[config.mk]
export PLATFORM = sky130hd
export DESIGN_NAME = router_pkt_gen
export DESIGN_NICKNAME = d
export VERILOG_FILES = /design/src/rtl/router_pkt_gen.sv
export SDC_FILE = /design/constraint.sdc
export NUM_CORES = 1
export LEC_CHECK = 0
export BUFFER_PORTS_ARGS = -buffer_cell sky130_fd_sc_hd__buf_2
export CAP_MARGIN = 30
export CORE_UTILIZATION = 50
export DETAILED_ROUTE_END_ITERATION = 8
export PLACE_DENSITY = 0.69
export SYNTH_ARGS = -nofsm -noshare
export SYNTH_HDL_FRONTEND = slang
export SYNTH_SLANG_ARGS = --single-unit
[constraint.sdc]
create_clock -name clock -period 3.25 [get_ports clock]
set_input_delay 0.1625 -clock clock [delete_from_list [all_inputs] [get_ports clock]]
set_output_delay 0.1625 -clock clock [all_outputs]
set_load 0.01 [all_outputs]
[src/rtl/router_pkt_gen.sv]
// rtl/router_pkt_gen.sv - packet generator: header, arithmetic payload, parity byte, with backpressure
module router_pkt_gen (
  input  logic       clock,
  input  logic       resetn,
  input  logic       start,
  input  logic [1:0] dest,
  input  logic [5:0] len,
  input  logic [7:0] base,
  input  logic [7:0] step,
  input  logic       inj_err,
  input  logic       busy,
  output logic       pkt_valid,
  output logic [7:0] data_in,
  output logic       gen_active,
  output logic       done,
  output logic       cmd_err,
  output logic [7:0] pkt_count
);

  typedef enum logic [2:0] {IDLE, HEADER, PAYLOAD, PARITY, DONE} state_t;

  state_t     state, state_n;
  logic [5:0] len_q, len_n;
  logic [7:0] base_q, base_n;
  logic [7:0] step_q, step_n;
  logic       inj_q, inj_n;
  logic [5:0] idx, idx_n;
  logic [7:0] par, par_n;
  logic       pkt_valid_n, gen_active_n, done_n, cmd_err_n;
  logic [7:0] data_in_n, pkt_count_n;

  // Outputs are computed for the next state and registered with it.
  always_comb begin
    state_n      = state;
    len_n        = len_q;
    base_n       = base_q;
    step_n       = step_q;
    inj_n        = inj_q;
    idx_n        = idx;
    par_n        = par;
    pkt_valid_n  = pkt_valid;
    data_in_n    = data_in;
    gen_active_n = gen_active;
    done_n       = 1'b0;
    cmd_err_n    = 1'b0;
    pkt_count_n  = pkt_count;
    case (state)
      IDLE: begin
        pkt_valid_n  = 1'b0;
        data_in_n    = 8'h00;
        gen_active_n = 1'b0;
        if (start) begin
          if (dest != 2'd3 && len != 6'd0) begin
            state_n      = HEADER;
            len_n        = len;
            base_n       = base;
            step_n       = step;
            inj_n        = inj_err;
            idx_n        = 6'd0;
            par_n        = 8'h00;
            pkt_valid_n  = 1'b1;
            data_in_n    = {len, dest};
            gen_active_n = 1'b1;
          end else begin
            cmd_err_n = 1'b1;
          end
        end
      end
      HEADER: begin
        if (!busy) begin
          state_n   = PAYLOAD;
          par_n     = par ^ data_in;
          idx_n     = 6'd0;
          data_in_n = base_q;
        end
      end
      PAYLOAD: begin
        if (!busy) begin
          par_n = par ^ data_in;
          if (idx == len_q - 6'd1) begin
            state_n     = PARITY;
            pkt_valid_n = 1'b0;
            data_in_n   = (par ^ data_in) ^ {8{inj_q}};
          end else begin
            idx_n     = idx + 6'd1;
            data_in_n = data_in + step_q;
          end
        end
      end
      PARITY: begin
        if (!busy) begin
          state_n      = DONE;
          pkt_valid_n  = 1'b0;
          data_in_n    = 8'h00;
          gen_active_n = 1'b0;
          done_n       = 1'b1;
          pkt_count_n  = pkt_count + 8'd1;
        end
      end
      DONE: begin
        state_n = IDLE;
      end
      default: begin
        state_n      = IDLE;
        pkt_valid_n  = 1'b0;
        data_in_n    = 8'h00;
        gen_active_n = 1'b0;
      end
    endcase
  end

  always_ff @(posedge clock) begin
    if (!resetn) begin
      state      <= IDLE;
      len_q      <= 6'd0;
      base_q     <= 8'h00;
      step_q     <= 8'h00;
      inj_q      <= 1'b0;
      idx        <= 6'd0;
      par        <= 8'h00;
      pkt_valid  <= 1'b0;
      data_in    <= 8'h00;
      gen_active <= 1'b0;
      done       <= 1'b0;
      cmd_err    <= 1'b0;
      pkt_count  <= 8'h00;
    end else begin
      state      <= state_n;
      len_q      <= len_n;
      base_q     <= base_n;
      step_q     <= step_n;
      inj_q      <= inj_n;
      idx        <= idx_n;
      par        <= par_n;
      pkt_valid  <= pkt_valid_n;
      data_in    <= data_in_n;
      gen_active <= gen_active_n;
      done       <= done_n;
      cmd_err    <= cmd_err_n;
      pkt_count  <= pkt_count_n;
    end
  end

endmodule
==> metrics.txt <==
status finished with violations; failing checks DRC; post-route setup TNS 0 ns; Avg Cell Area, Syn 8.16 um2; CTS Buffer Depth 2; Final min period 2.53 ns; vias in the first global route 2896; initial core utilization 0.523; drt first pass iters 8; FFs w/ async S/R, synth 0; Synth area leaders dfxtp_1 36%, a21oi_1 8.8%, xnor2_1 7.3%; Sequential Area 1200 um2; proportion of layout cells with a drive suffix above 1 0.176; die width 84 um; aggregate global routing overflow 0; Slew @ Worst Pin 0.737 ns; layout overhead on the synthesized area 14.6%; largest net degree at the start of global routing 40; Vias 3124; Yosys top cell by area dfxtp_1; post-cts hold buffer count 0; Final nets 496; count leader, synth nand2_1; synthesized flop and latch total 60; via/cell ratio 5.82; Crit Path Category reg -> reg; non-filler cells in the finished layout 537; Core Rows 29; HPWL after DPL 6.05 mm; top cell type's share of synthesized area 0.357; root buf cell clkbuf_8; setup violators final 0; commonest cells in the netlist 64 x nand2_1, 60 x dfxtp_1, 59 x a21oi_1, 29 x nor2_1, 28 x xnor2_1; area of the multi-input gates 2040 um2; Flop pwr share 0.454; DR iter-0 viols 280; CTS clk-pin slew, worst paths 0.07 ns; crit-path cells or3_4 -> or4_4 -> a32oi_2 -> and2_1 -> nand3_1 -> a311oi_2; Pwr Density 459 nW/um2; ANT cells 0; Worst slew margin 0.509; routed len/inst 15.7 um; final worst path period share 0.778; Worst setup startpoint len_q[0]$_SDFFE_PN0P_; Die Ht 84 um; max_cap viols 0; Internal Power 0.00126 W; endpoint of the worst-slack reg-to-reg timing path state[0]$_SDFFE_PN0P_; WHS 0.0566 ns; Post-DRT Antenna Nets 0; Top-Level Pins 49; Residual DRC 4; Mapped Area 3360 um2; H-tree lvl count 3; R2R Path Start len_q[0]$_SDFFE_PN0P_; Required @ worst endpoint 3.50 ns; syn nets 452; Num CTS Buffers 9; Hold EP step_q[0]$_SDFFE_PN0P_; filler instances 609; fin. max-slew vios 0; worst r2r path cells 6; TritonCTS clock tree yes; Port Buffers 48; Tot GR Track Use 0.252; Max VDD drop 0.217 mV; critical path endpoint category flop; die area 7060 um2; Cells after Synth 412; Hold Path Class in -> reg; crit start category flop; Worst path max stage delay 0.49 ns; Comb power frac 0.176; Main synth FF type dfxtp_1; WP data arrival 2.78 ns; RSZ-0062 raised after global routing no; max frequency 0.395 GHz; Post-CTS Setup Bufs 0; final hold violation count 0; Ys Warns 0; critical path's slowest cell and2_1; Hold Path Origin step[0]; post-synthesis sequential area ratio 0.357; Reg2Reg Setup Slack 0.72 ns; worst skew pair latency 0.34 ns; initial antenna violation count 0; # resized after CTS 0; Clk pwr share 0.370; largest fanout on the critical path 10; RePlAce Congestion 0.866; Unique masters post-synth 57; switch share 0.287; core area 6420 um2; leakage 1.53 nW; number of synthesized flops with an enable pin 0; clk sinks 60; Placed Cells 522; WL final 8.42 mm; hold path depth 3; Setup Skew 0.00794 ns; global-route wire length before repair 14.1 mm; Switch Pwr 0.000508 W
[how the worst max path moves through the flow]
stage | to | slack [ns] | depth (start not counted)
after floorplan | data_in[0]$_SDFFE_PN0P_ | 1.08 | 7
after global placement | data_in[0]$_SDFFE_PN0P_ | 0.81 | 6
after detailed placement | state[0]$_SDFFE_PN0P_ | 0.73 | 6
after CTS | state[0]$_SDFFE_PN0P_ | 0.73 | 6
after global routing | par[1]$_SDFFE_PN0P_ | 0.58 | 6
final | state[0]$_SDFFE_PN0P_ | 0.72 | 6
[critical path: cells and delay by family, from the launching register on]
kind	cells	cell delay, ns
DFF	1	0.34
AOI/OAI and AO/OA	2	0.57
and+or+nand+nor	4	1.54
[area by class of cell]
class	count	share of cell area
Clock buffer	13	0.0386
Clock inverter	2	0.00909
Inverter	11	0.0107
Multi-Input combinational cell	319	0.529
Sequential cell	60	0.312
Tap cell	77	0.0250
Timing Repair Buffer	55	0.0760
[layout by cell type (no fill, tap or decap), types with 3 or more instances in the layout]
master / netlist / layout
and2_1: 7 / 7
a222oi_1: 7 / 7
nor2_1: 29 / 29
clkbuf_8: 0 / 10
nand3_1: 9 / 9
a21o_1: 5 / 5
xor2_1: 10 / 10
o21ai_0: 15 / 15
nor3_1: 3 / 3
ha_1: 10 / 10
o211ai_1: 3 / 3
a21oi_1: 59 / 59
clkbuf_1: 17 / 3
nand2_1: 64 / 64
nand3b_1: 9 / 9
a31oi_1: 6 / 6
mux2i_1: 5 / 5
xnor2_1: 28 / 28
inv_1: 10 / 10
dfxtp_1: 60 / 60
a211o_1: 7 / 7
nand2b_1: 6 / 6
buf_4: 0 / 7
buf_2: 4 / 48
[power groups by stage]
stage | sequential [W] | combinational [W] | clock, W
3_5_place_dp | 0.000820 | 0.000310 | 0
2_1_floorplan | 0.000804 | 0.000229 | 0
4_1_cts | 0.000803 | 0.000311 | 0.000665
6_report | 0.000804 | 0.000312 | 0.000654
5_1_grt | 0.000808 | 0.000348 | 0.000704
3_3_place_gp | 0.000818 | 0.000305 | 0
[logic make-up after synthesis]
group / synth area share
compound gates: 0.236
xor+xnor: 0.0990
fa+ha+maj: 0.0432
buf+inv: 0.0406
flops: 0.357
mux: 0.0149
simple gates: 0.209
[state kept, by name (all words and copies together), names as in the netlist]
register	cells
base_q	8
inj_q	1
pkt_count	8
done	1
len_q	6
state	3
data_in	8
pkt_valid	1
par	8
cmd_err	1
idx	6
step_q	8
gen_active	1
[metal layers]
layer	global-route usage	share of wire	vias up
li1	-	-	1544
met1	0.334	0.46	1460
met2	0.393	0.45	106
met3	0.0692	0.071	14
met4	0.0925	0.019	0
met5	0	0	-
[metrics by stage]
step / power (W) / instance area, um2 / util / worst slack [ns]
2_1_floorplan: 0.00103 / 3360 / - / 1.08
3_3_place_gp: 0.00112 / 3670 / 0.571 / 0.811
3_5_place_dp: 0.00113 / 3670 / 0.571 / 0.735
4_1_cts: 0.00178 / 3850 / 0.600 / 0.733
5_1_grt: 0.00186 / 3850 / 0.600 / 0.579
6_report: 0.00177 / 3850 / 0.600 / 0.720
(Power assumes the default switching activity.)
